===== config.mk =====
export PLATFORM = sky130hd
export DESIGN_NAME = sar_adc_controller
export DESIGN_NICKNAME = d
export VERILOG_FILES = /design/src/rtl/sar_pkg.sv /design/src/rtl/sar_reg.sv /design/src/rtl/sar_adc_controller.sv
export SDC_FILE = /design/constraint.sdc
export NUM_CORES = 1
export LEC_CHECK = 0
export BUFFER_PORTS_ARGS = -buffer_cell sky130_fd_sc_hd__buf_2
export CAP_MARGIN = 20
export CORE_MARGIN = 2
export CORE_UTILIZATION = 42
export DETAILED_ROUTE_END_ITERATION = 12
export MAX_ROUTING_LAYER = met4
export PLACE_DENSITY = 0.62
export SLEW_MARGIN = 20
export SYNTH_ARGS = -nofsm -noshare
export SYNTH_HDL_FRONTEND = slang
export SYNTH_HIERARCHICAL = 1
export SYNTH_SLANG_ARGS = --single-unit

===== constraint.sdc =====
create_clock -name clk -period 4.2 [get_ports clk]
set_input_delay 0.84 -clock clk [delete_from_list [all_inputs] [get_ports clk]]
set_output_delay 0.84 -clock clk [all_outputs]
set_load 0.01 [all_outputs]

===== src/rtl/sar_pkg.sv =====
// Shared types and constants for the SAR ADC controller.
package sar_pkg;

  localparam int unsigned DEFAULT_WIDTH = 8;

  typedef enum logic [1:0] {
    IDLE,
    SAMPLE,
    CONVERT,
    DONE
  } state_t;

  // Comparator verdict for the DAC code currently driven; 2'b11 is illegal.
  localparam logic [1:0] CMP_HIGH = 2'b00;
  localparam logic [1:0] CMP_LOW  = 2'b01;
  localparam logic [1:0] CMP_EQ   = 2'b10;

endpackage


===== src/rtl/sar_reg.sv =====
// Successive-approximation register: trial-bit set/clear walking from MSB to LSB.
module sar_reg
  import sar_pkg::*;
#(
  parameter int unsigned WIDTH = DEFAULT_WIDTH
) (
  input  logic             clk,
  input  logic             rst,
  input  logic             load,
  input  logic             step,
  input  logic             keep,
  output logic [WIDTH-1:0] value,
  output logic [WIDTH-1:0] resolved_c,
  output logic             last_c
);

  localparam int unsigned IW = (WIDTH > 1) ? $clog2(WIDTH) : 1;

  logic [IW-1:0]    idx;
  logic [WIDTH-1:0] trial_c;

  assign last_c = (idx == '0);

  // Current trial with bit idx decided by the comparator.
  always_comb begin
    resolved_c      = value;
    resolved_c[idx] = keep;
  end

  // Next trial: decided code plus the next lower bit, unless this was the last bit.
  always_comb begin
    trial_c = resolved_c;
    if (!last_c) begin
      trial_c[idx - IW'(1)] = 1'b1;
    end
  end

  always_ff @(posedge clk) begin
    if (rst) begin
      value <= '0;
      idx   <= '0;
    end else if (load) begin
      value <= {1'b1, {(WIDTH-1){1'b0}}};
      idx   <= IW'(WIDTH - 1);
    end else if (step) begin
      value <= trial_c;
      if (!last_c) begin
        idx <= idx - IW'(1);
      end
    end
  end

endmodule


===== src/rtl/sar_adc_controller.sv =====
// SAR ADC controller: sample, binary-search the DAC code, present result with valid.
// Optional early termination on an exact comparator match: define SAR_EARLY_EXIT_EN.
module sar_adc_controller
  import sar_pkg::*;
#(
  parameter int unsigned WIDTH = DEFAULT_WIDTH
) (
  input  logic             clk,
  input  logic             rst,
  input  logic             go,
  input  logic [1:0]       cmp,
  output logic             sample,
  output logic             valid,
  output logic [WIDTH-1:0] value,
  output logic [WIDTH-1:0] result
);

  state_t           state_q;
  state_t           state_d;
  logic             keep_c;
  logic             eq_exit_c;
  logic             last_c;
  logic             load_c;
  logic             step_c;
  logic [WIDTH-1:0] resolved_c;

  // Illegal 2'b11 falls through to "too high" and clears the bit.
  assign keep_c = (cmp == CMP_LOW) || (cmp == CMP_EQ);

`ifdef SAR_EARLY_EXIT_EN
  assign eq_exit_c = (cmp == CMP_EQ);
`else
  assign eq_exit_c = 1'b0;
`endif

  sar_reg #(.WIDTH(WIDTH)) u_sar_reg (
    .clk        (clk),
    .rst        (rst),
    .load       (load_c),
    .step       (step_c),
    .keep       (keep_c),
    .value      (value),
    .resolved_c (resolved_c),
    .last_c     (last_c)
  );

  always_comb begin
    state_d = state_q;
    load_c  = 1'b0;
    step_c  = 1'b0;
    case (state_q)
      IDLE: begin
        if (go) state_d = SAMPLE;
      end
      SAMPLE: begin
        load_c  = 1'b1;
        state_d = CONVERT;
      end
      CONVERT: begin
        // On an exact early match the code is already final, so the register holds.
        step_c = !eq_exit_c;
        if (last_c || eq_exit_c) state_d = DONE;
      end
      DONE: begin
        if (go) state_d = SAMPLE;
      end
      default: state_d = IDLE;
    endcase
  end

  always_ff @(posedge clk) begin
    if (rst) begin
      state_q <= IDLE;
      sample  <= 1'b0;
      valid   <= 1'b0;
      result  <= '0;
    end else begin
      state_q <= state_d;
      sample  <= (state_d == SAMPLE);
      valid   <= (state_d == DONE);
      if ((state_q == CONVERT) && (state_d == DONE)) begin
        result <= resolved_c;
      end
    end
  end

endmodule


==> results.txt <==
----------------------------------------------------
[Setup path]
  Worst reg2reg startpoint ... u_sar_reg/idx[0]
  Kind of launch point of the worst setup path ... flip-flop
  Crit-path max FO ... 20
  Destination of the worst register-to-register timing path ... result[7]
  Endpoint of the worst setup timing path ... result[7]
  Critical path required time ... 4.41 ns
  Critical Path Start ... u_sar_reg/idx[0]
  Classification of the worst setup path ... reg -> reg
  Reg-to-reg slack, setup ... 2.04 ns
  Endpoint class of the critical path ... flip-flop
  Length in cells of the worst reg-to-reg path ... 7
  Data arrival time at the worst-slack endpoint ... 2.37 ns

[Synthesis]
  Share of the yosys chip area belonging to registers ... 33.7%
  Cell count after synthesis ... 154
  Most instantiated flip-flop cell in the synthesis netlist ... sky130_fd_sc_hd__dfxtp_1
  Number of enable-type register cells in the synthesized netlist ... 0
  Dominant cell type by area after synthesis ... sky130_fd_sc_hd__dfxtp_1
  Mean area per synthesized cell ... 8.88 um2
  Netlist Area Pre-Place ... 1370 um2
  Biggest area contributors in the synthesized netlist ... sky130_fd_sc_hd__dfxtp_1 34%, sky130_fd_sc_hd__mux2i_1 10%, sky130_fd_sc_hd__nand2b_1 7.8%, sky130_fd_sc_hd__o21ai_0 4.8%, sky130_fd_sc_hd__ha_1 3.7%
  Mapped Nets ... 163
  Count of different cell masters after synthesis ... 39
  Flip-flop and latch count after synthesis ... 23
  Number of synthesis warnings ... 6
  Ys async rst share ... 0%
  Top-area cell type share of the netlist area ... 33.7%

[Clock network]
  H-tree lvl count ... 1
  Number of clock sinks seen by CTS ... 23
  CTS Buf Count ... 3
  Worst-case clock buffer depth ... 2
  CTS tree ... built
  CTS Root Buffer Type ... sky130_fd_sc_hd__clkbuf_4
  Clock edge transition at the registers on the reported setup and hold paths ... 0.12 ns
  Number of post-CTS setup repair buffers ... 0
  Number of buffers added to fix hold violations after cts ... 0
  Clock latency reported for the late side of the worst-skew pair ... 0.31 ns
  Number of gates resized after CTS ... 0

[Die]
  Height of the die ... 61.1 um
  Standard-cell rows ... 20
  Ports placed on the boundary ... 23
  Area enclosed by the die boundary ... 3730 um2
  Starting utilization of the core area ... 44.4%
  Core region area ... 3080 um2
  Horizontal die dimension ... 61.1 um

[Hold path]
  Min-delay worst type ... reg -> reg

[Finish]
  Final #Nets ... 180
  Most common cell after layout, fill and taps aside ... sky130_fd_sc_hd__dfxtp_1
  Fraction of final layout cells with drive strength greater than 1 ... 18.2%
  Most used cells in the layout excluding fill and tap cells ... 23 x sky130_fd_sc_hd__dfxtp_1, 22 x sky130_fd_sc_hd__buf_2, 17 x sky130_fd_sc_hd__nand2b_1, 14 x sky130_fd_sc_hd__mux2i_1, 13 x sky130_fd_sc_hd__o21ai_0
  Ant. Diodes ... 0
  Area overhead of the layout relative to synthesis ... 9.52%
  Number of fill cells ... 327

[Place]
  Final Wtd Congestion ... 0.775
  HPWL after DPL ... 2040 um
  Number of buffers inserted by port buffering ... 22

[Pwr]
  Maximum resistive drop on vdd ... 0.000419 V
  PwrDens ... 660 nW/um2
  Static leakage power ... 0.645 nW

[Flow run]
  Max-cap violations ... 0

[Timing]
  Final Hold Vio Count ... 0
  Ratio of final minimum period to clock period ... 51.5%
  TNS Setup ... 0 ns
  Time the worst path needs with I/O delays and setup ... 2.16 ns
  Slew at the pin closest to its max-slew limit ... 0.726 ns
  Number of max-slew violations in the final report ... 0
  RSZ-0062 raised after global routing ... false
  Headroom to the max-slew limit ... 51.6%
  Final setup violating endpoints ... 0
  Max Clock Freq ... 462 MHz
  Worst hold slack ... 0.486 ns
  Clock Skew ... 0.00679 ns

[Global routing]
  Via count of the first global-routing pass ... 1066
  Number of antenna violations at the first check in global routing ... 0
  Total congestion overflow after global routing ... 0
  Pin count of the biggest net entering global routing ... 27
  GRT Overall Usage ... 18.5%
  First-pass GRT wire length ... 4960 um

[Drt]
  Average routed wire per standard cell ... 13.5 um
  Post-route ant nets ... 0
  Number of DRC markers after the initial detailed-route iteration ... 24
  Per-cell via count in the routed design ... 5.40
  Remaining design rule violation count ... 0
  Drt total wl ... 2880 um
  Total iterations of the first detailed-routing run ... 4
  Vias after detailed routing ... 1155

[Status]
  Run status ... complete, no violations

----------------------------------------------------
-- layer usage --
metal  global-route usage, %  share of wire [%]
met2                    28.1                 45
met1                    25.1                 50
met4                    7.45                1.3
met3                    1.89                3.2
met5                       -                  0
-- Yosys cell counts (4+ instances only) --
master and n:
sky130_fd_sc_hd__buf_2 4, sky130_fd_sc_hd__clkbuf_1 4, sky130_fd_sc_hd__dfxtp_1 23, sky130_fd_sc_hd__ha_1 4, sky130_fd_sc_hd__inv_1 10, sky130_fd_sc_hd__mux2i_1 14
sky130_fd_sc_hd__nand2b_1 17, sky130_fd_sc_hd__nor2_1 7, sky130_fd_sc_hd__o21ai_0 13, sky130_fd_sc_hd__o22ai_1 6
-- cells by family (layout without fill, tap and decap cells) --
family          after synthesis  after routing  synth area share, %
compound gates               34             34                 15.9
xor+xnor                      1              1                0.641
fa+ha+maj                     4              4                 3.66
buf+inv                      22             38                 8.23
flops                        23             23                 33.7
mux                          17             17                 12.7
simple gates                 53             53                 25.2
-- final cells by class --
class | instances | area, um2 | share of cell area, %
well taps | 44 | 55.1 | 3.68
clock buffers | 4 | 26.3 | 1.75
flip-flops and latches | 23 | 460 | 30.7
repair buffers | 23 | 118 | 7.85
inverters | 11 | 43.8 | 2.92
multi-input cells | 109 | 795 | 53.0
-- report_power, final --
| group | switching [mW] | internal, mW |
|---|---|---|
| Clock | 0.0667 | 0.0371 |
| Sequential | 0.0918 | 0.284 |
| Combinational | 0.282 | 0.228 |
| Total | 0.440 | 0.549 |
-- critical path, stage by stage (launching register included) --
cell,delay (ns)
sky130_fd_sc_hd__dfxtp_1,0.74
sky130_fd_sc_hd__inv_1,0.19
sky130_fd_sc_hd__ha_1,0.27
sky130_fd_sc_hd__nor2b_1,0.19
sky130_fd_sc_hd__a211oi_1,0.27
sky130_fd_sc_hd__nor3b_1,0.08
sky130_fd_sc_hd__buf_4,0.19
sky130_fd_sc_hd__mux2i_1,0.13
-- state kept, by name (all words and copies together) (netlist names) --
register,count
state_q,2
valid,1
u_sar_reg/value,8
sample,1
u_sar_reg/idx,3
result,8
-- through the flow --
step / area [um2] / utilization [%] / total power [mW] / setup slack [ns] / cells
after floorplan: 1370 / - / 0.773 / 2.39 / 154
after global placement: 1470 / 47.8 / 0.872 / 2.03 / 210
after detailed placement: 1470 / 47.8 / 0.888 / 1.98 / 210
after CTS: 1500 / 48.7 / 0.993 / 2.06 / 214
after global routing: 1500 / 48.7 / 1.08 / 1.86 / 214
final: 1500 / 48.7 / 0.989 / 2.04 / 214
-- worst min-delay path by stage --
| stage | from | slack (ns) | endpoint | depth (start not counted) |
|---|---|---|---|---|
| 5_1_grt | result[5] | 0.51 | result[5] | 2 |
| 3_5_place_dp | result[7] | 0.46 | result[7] | 2 |
| 2_1_floorplan | result[0] | 0.49 | result[0] | 2 |
| 3_3_place_gp | result[7] | 0.46 | result[7] | 2 |
| 6_report | result[7] | 0.49 | result[7] | 2 |
| 4_1_cts | result[5] | 0.49 | result[5] | 2 |
(Power assumes the default switching activity.)
